$ cat config.mk
export PLATFORM = sky130hd
export DESIGN_NAME = modos
export DESIGN_NICKNAME = d
export VERILOG_FILES = /design/src/rtl/modos.sv
export SDC_FILE = /design/constraint.sdc
export NUM_CORES = 1
export LEC_CHECK = 0
export CAP_MARGIN = 20
export CORE_UTILIZATION = 60
export DETAILED_ROUTE_END_ITERATION = 8
export HOLD_SLACK_MARGIN = 0.12
export PLACE_DENSITY = 0.91
export REMOVE_ABC_BUFFERS = 1
export SYNTH_ARGS = -nofsm -noshare
export SYNTH_HDL_FRONTEND = slang
export SYNTH_SLANG_ARGS = --single-unit
$ cat constraint.sdc
create_clock -name clk -period 5.4 [get_ports clk]
set_input_delay 1.08 -clock clk [delete_from_list [all_inputs] [get_ports clk]]
set_output_delay 1.08 -clock clk [all_outputs]
set_load 0.1 [all_outputs]
$ cat src/rtl/modos.sv
// Status-mode core of the virtual-pet game: need levels, decay, action windows, LEDs.
// Optional input debouncer enabled by defining MODOS_DEBOUNCE_EN.
module modos #(
    parameter int TICKS_PER_SEC = 50_000_000,
    parameter int TEST_DIV      = 10,
    parameter int DECAY_SEC     = 10,
    parameter int HOLD_SEC      = 5
`ifdef MODOS_DEBOUNCE_EN
    ,
    parameter int DEB_CYCLES    = 4
`endif
) (
    input  logic       clk,
    input  logic       Bot_Reset,
    input  logic       Bot_Test,
    input  logic       Bot_Energia,
    input  logic       Bot_Medicina,
    input  logic       Entrada_Descanso,
    input  logic       Entrada_Animo,
    output logic [0:1] LED_Animo,
    output logic [0:1] LED_Energia,
    output logic [0:1] LED_Descanso,
    output logic [0:1] LED_Medicina,
    output logic       senal_5segMedicina,
    output logic       senal_5segEnergia
);

    localparam int PW = (TICKS_PER_SEC > 1) ? $clog2(TICKS_PER_SEC) : 1;
    localparam int SW = (DECAY_SEC > 1) ? $clog2(DECAY_SEC) : 1;
    localparam int HW = (HOLD_SEC > 1) ? $clog2(HOLD_SEC) : 1;
    localparam logic [PW-1:0] LIM_NORM  = PW'(TICKS_PER_SEC - 1);
    localparam logic [PW-1:0] LIM_TEST  = PW'(TICKS_PER_SEC / TEST_DIV - 1);
    localparam logic [SW-1:0] SEC_LAST  = SW'(DECAY_SEC - 1);
    localparam logic [HW-1:0] HOLD_LAST = HW'(HOLD_SEC - 1);

    typedef enum logic {
        WIN_IDLE   = 1'b0,
        WIN_ACTIVE = 1'b1
    } win_t;

    // sync bit map: 4 test, 3 energia, 2 medicina, 1 descanso, 0 animo
    logic [4:0] sync1;
    logic [4:0] sync2;

    always_ff @(posedge clk or negedge Bot_Reset) begin
        if (!Bot_Reset) begin
            sync1 <= '0;
            sync2 <= '0;
        end else begin
            sync1 <= {Bot_Test, Bot_Energia, Bot_Medicina, Entrada_Descanso, Entrada_Animo};
            sync2 <= sync1;
        end
    end

    logic energia_c;
    logic medicina_c;
    logic animo_c;
    logic test_s;
    logic rest_s;

    assign test_s = sync2[4];
    assign rest_s = sync2[1];

`ifdef MODOS_DEBOUNCE_EN
    localparam int DW = (DEB_CYCLES > 1) ? $clog2(DEB_CYCLES) : 1;
    localparam logic [DW-1:0] DEB_LAST = DW'(DEB_CYCLES - 1);

    logic [2:0]    deb_in;
    logic [2:0]    deb_q;
    logic [DW-1:0] deb_cnt [3];

    assign deb_in = {sync2[3], sync2[2], sync2[0]};

    always_ff @(posedge clk or negedge Bot_Reset) begin
        if (!Bot_Reset) begin
            deb_q <= '0;
            for (int unsigned i = 0; i < 3; i++) deb_cnt[i] <= '0;
        end else begin
            for (int unsigned i = 0; i < 3; i++) begin
                if (deb_in[i] == deb_q[i]) begin
                    deb_cnt[i] <= '0;
                end else if (deb_cnt[i] == DEB_LAST) begin
                    deb_q[i]   <= deb_in[i];
                    deb_cnt[i] <= '0;
                end else begin
                    deb_cnt[i] <= deb_cnt[i] + 1'b1;
                end
            end
        end
    end

    assign energia_c  = deb_q[2];
    assign medicina_c = deb_q[1];
    assign animo_c    = deb_q[0];
`else
    assign energia_c  = sync2[3];
    assign medicina_c = sync2[2];
    assign animo_c    = sync2[0];
`endif

    logic energia_d;
    logic medicina_d;
    logic animo_d;
    logic test_d;
    logic [PW-1:0] pre_cnt;
    logic [SW-1:0] sec_cnt;
    logic test_chg;
    logic tick;
    logic decay;
    logic animo_rise;
    logic [1:0] win_rise;

    assign test_chg   = test_s ^ test_d;
    assign tick       = !test_chg && (pre_cnt == (test_s ? LIM_TEST : LIM_NORM));
    assign decay      = tick && (sec_cnt == SEC_LAST);
    assign animo_rise = animo_c & ~animo_d;
    assign win_rise   = {medicina_c & ~medicina_d, energia_c & ~energia_d};

    always_ff @(posedge clk or negedge Bot_Reset) begin
        if (!Bot_Reset) begin
            energia_d  <= 1'b0;
            medicina_d <= 1'b0;
            animo_d    <= 1'b0;
            test_d     <= 1'b0;
            pre_cnt    <= '0;
            sec_cnt    <= '0;
        end else begin
            energia_d  <= energia_c;
            medicina_d <= medicina_c;
            animo_d    <= animo_c;
            test_d     <= test_s;
            if (test_chg || tick) pre_cnt <= '0;
            else                  pre_cnt <= pre_cnt + 1'b1;
            if (tick) sec_cnt <= (sec_cnt == SEC_LAST) ? '0 : sec_cnt + 1'b1;
        end
    end

    // window index 0 = Energia, 1 = Medicina
    win_t          win_q  [2];
    win_t          win_n  [2];
    logic [HW-1:0] hold_q [2];
    logic [HW-1:0] hold_n [2];
    logic [1:0]    win_done;

    always_ff @(posedge clk or negedge Bot_Reset) begin
        if (!Bot_Reset) begin
            for (int unsigned i = 0; i < 2; i++) begin
                win_q[i]  <= WIN_IDLE;
                hold_q[i] <= '0;
            end
        end else begin
            for (int unsigned i = 0; i < 2; i++) begin
                win_q[i]  <= win_n[i];
                hold_q[i] <= hold_n[i];
            end
        end
    end

    always_comb begin
        win_done = '0;
        for (int unsigned i = 0; i < 2; i++) begin
            win_n[i]  = win_q[i];
            hold_n[i] = hold_q[i];
            if (win_q[i] == WIN_IDLE) begin
                if (win_rise[i]) begin
                    win_n[i]  = WIN_ACTIVE;
                    hold_n[i] = '0;
                end
            end else if (tick) begin
                if (hold_q[i] == HOLD_LAST) begin
                    win_n[i]    = WIN_IDLE;
                    win_done[i] = 1'b1;
                end else begin
                    hold_n[i] = hold_q[i] + 1'b1;
                end
            end
        end
    end

    assign senal_5segEnergia  = (win_q[0] == WIN_ACTIVE);
    assign senal_5segMedicina = (win_q[1] == WIN_ACTIVE);

    // simultaneous increment and decrement cancel out
    function automatic logic [1:0] step_level(input logic [1:0] lvl, input logic inc,
                                              input logic dec);
        logic [1:0] r;
        r = lvl;
        if (inc && !dec && (lvl != 2'b11))      r = lvl + 2'd1;
        else if (dec && !inc && (lvl != 2'b00)) r = lvl - 2'd1;
        return r;
    endfunction

    logic [1:0] lvl_energia;
    logic [1:0] lvl_medicina;
    logic [1:0] lvl_descanso;
    logic [1:0] lvl_animo;

    always_ff @(posedge clk or negedge Bot_Reset) begin
        if (!Bot_Reset) begin
            lvl_energia  <= '1;
            lvl_medicina <= '1;
            lvl_descanso <= '1;
            lvl_animo    <= '1;
            LED_Energia  <= '1;
            LED_Medicina <= '1;
            LED_Descanso <= '1;
            LED_Animo    <= '1;
        end else begin
            lvl_energia  <= step_level(lvl_energia,  win_done[0], decay);
            lvl_medicina <= step_level(lvl_medicina, win_done[1], decay);
            lvl_descanso <= step_level(lvl_descanso, tick && rest_s, decay && !rest_s);
            lvl_animo    <= step_level(lvl_animo,    animo_rise, decay);
            LED_Energia  <= lvl_energia;
            LED_Medicina <= lvl_medicina;
            LED_Descanso <= lvl_descanso;
            LED_Animo    <= lvl_animo;
        end
    end

endmodule

==> flow_summary_export.csv <==
group,metric,value,unit
status,outcome,"finished, final reports clean",
clock_tree,cts_buffer_depth,2,
yosys,syn_inst,296,
setup_path,cp_max_fo,8,
final_layout,final_core_util,73.1,%
placement,io_buffers,16,
route,routedWlPerCell,14.7,µm
final_layout,stdcell_count,390,
placement,place.gp.congestion,0.917,
die,pin_count,17,
die,core_area,4850,µm²
clock_tree,htreeDepth,3,
min_path,hold_class,"flip-flop to flip-flop",
final_layout,final_common_cell,"dfrtp_1",
placement,dp_cells,374,
pwr,p_per_area,302,nW/µm²
route,drt-pass1-iter-count,6,
timing,hold_viol_final,0,
clock_tree,clock-sinks,68,
route,drt.antenna.violating_nets,0,
yosys,synth.distinct_cells,44,
setup_path,critPathKind,"flip-flop to primary output",
die,die_area,5440,µm²
clock_tree,clk_pin_slew_worst_paths,0.08,ns
route,viasPerCell,5.75,
grt,grt_pass1_wl,9890,µm
clock_tree,cts_resized,0,
setup_path,crit_family,"buffers and inverters",
timing,finalCritPeriodShare,57.2,%
yosys,synth_seq_cells,68,
clock_tree,holdBufCountCts,0,
grt,grt_util_all_layers,24.7,%
pwr,irDropWorstVdd,0.000254,V
grt,grt_pass1_vias,2156,
final_layout,areaGrowthSynthToFinish,14.7,%
grt,grt_max_degree,69,
die,dieWidth,73.8,µm
timing,fin_hold_ws,0.348,ns
timing,slew_headroom,35.3,%
yosys,syn_area,3090,µm²
timing,finalSetupViolCount,0,
timing,fmax,324,MHz
clock_tree,clock_latency,0.35,ns
final_layout,stdcell_area,3550,µm²
placement,dp_hpwl,3680,µm
clock_tree,post_cts_buffers,0,
final_layout,drive_gt1_share,12.4,%
job,drv_cap,0,
route,drcViolationCount,0,
final_layout,final_cell_mix,"dfrtp_1, nor2_1, nand2_1",
die,rows,25,
setup_path,start_kind,"flip-flop",
die,start_util,63.7,%
timing,rsz0062_at_grt,"no",
yosys,ys_seq_area_share,55.7,%
placement,placed_area,3310,µm²
timing,report.final.slew_viol_count,0,
setup_path,max_stage_delay,1.18,ns
route,routed_wl,5730,µm
clock_tree,root_buffer,"clkbuf_8",
clock_tree,numCtsBuffers,9,
die,die_h,73.8,µm
yosys,synthFlopType,"dfrtp_1",
final_layout,diodes,0,
route,dr.first_iter.drc_count,262,
yosys,async_reset_ff_share,100,%
timing,tns,0,ns
yosys,syn_area_per_cell,10.4,µm²
yosys,synth_edf_count,0,
grt,antenna_found_initial,0,
setup_path,reg2reg_slack,2.60,ns
yosys,yosysWarnings,0,
final_layout,fill_cells,331,
setup_path,arrival,2.01,ns
pwr,p_leak,1.48,nW
setup_path,cp.required,4.32,ns
clock_tree,cts_tree,"yes",
timing,finalCriticalPeriod,3.09,ns
timing,tightest_slew,0.968,ns
grt,grt-ovfl-total,0,
setup_path,cp_cell_sequence,"clkdlybuf4s50_1",
setup_path,cp-end-kind,"primary output",
setup_path,crit_path_top_delay_cell,"clkdlybuf4s50_1",
final_layout,layout.nets,330,
setup_path,cp_num_buf_inv,1,
route,vias,2241,
timing,fin_skew,0.00963,ns
[Yosys cell counts, drive strengths merged, types with 2 or more instances]
library cell | n | share of area (%)
dfstp | 16 | 14
nand3 | 19 | 3.1
o21ai | 10 | 1.6
dfrtp | 52 | 42
or4b | 2 | 0.89
nand2 | 25 | 3.3
o31ai | 3 | 0.73
inv | 10 | 1.2
nand3b | 4 | 0.97
and3b | 2 | 0.57
and4 | 2 | 0.57
nor3 | 8 | 1.3
nor2 | 43 | 5.2
nor4b | 2 | 0.57
ha | 5 | 2.0
a22o | 2 | 0.57
a21oi | 16 | 2.6
nand4 | 5 | 1.0
nor2b | 6 | 1.2
and3 | 7 | 1.4
clkbuf | 4 | 0.49
nand2b | 4 | 0.81
o2bb2ai | 2 | 0.57
xnor2 | 9 | 2.6
nor4 | 4 | 1.3
buf | 2 | 0.53
xor2 | 18 | 5.1
mux2 | 2 | 0.85
[layer usage]
metal	part of all wire, %	routed length [µm]	global-route usage (%)	vias up
met5	0	0	0	-
met4	1.6	91	12.6	0
met3	5.0	284	5.76	9
met2	48	2770	37.1	69
met1	45	2580	33.6	1098
li1	-	-	-	1065
[kinds of logic after synthesis]
kind of cell	share of synthesized area, %
and+or+nand+nor	23.0
xor gates and xnor gates	7.65
adders and majority gates	2.02
muxes	0.850
buffers and inverters	2.23
AOI/OAI and AO/OA	8.54
DFF	55.7
[metrics by stage]
step / setup slack, ns / total power [mW]
after floorplan: 2.96 / 0.552
after global routing: 2.26 / 1.10
after global placement: 2.71 / 0.572
final: 2.31 / 1.07
after CTS: 2.30 / 1.07
after detailed placement: 2.68 / 0.573
[cell type report]
cell class / instances / area (µm²) / area share [%]
flip-flops and latches: 68 / 1720 / 48.6
multi-input cells: 212 / 1300 / 36.7
repair buffers: 17 / 163 / 4.59
clock buffers: 10 / 128 / 3.60
clock inverters: 6 / 113 / 3.18
well taps: 67 / 83.8 / 2.36
inverters: 10 / 37.5 / 1.06
[flip-flops by register name (all words and copies together) (netlist names), 2 cells and up]
signal	flops
hold_q	6
sec_cnt	4
LED_Medicina	2
LED_Animo	2
lvl_descanso	2
sync1	5
lvl_animo	2
lvl_medicina	2
pre_cnt	26
LED_Descanso	2
LED_Energia	2
sync2	5
lvl_energia	2
[worst paths after layout]
kind,cells past startpoint,from,to
worst max-delay path,1,senal_5segEnergia,senal_5segEnergia
worst max register to register,5,pre_cnt[9],hold_q[0]
max in group asynchronous,2,Bot_Reset,pre_cnt[12]
min in group asynchronous,2,Bot_Reset,pre_cnt[5]
worst min-delay path,0,sync1[4],sync2[4]
worst min register to register,0,sync1[4],sync2[4]
[where the power goes]
group / internal, mW / total (mW) / switching, mW
Clock: 0.308 / 0.506 / 0.198
Combinational: 0.0106 / 0.0351 / 0.0244
Sequential: 0.520 / 0.528 / 0.00824
Note: power is estimated with default switching activity, not from simulation.
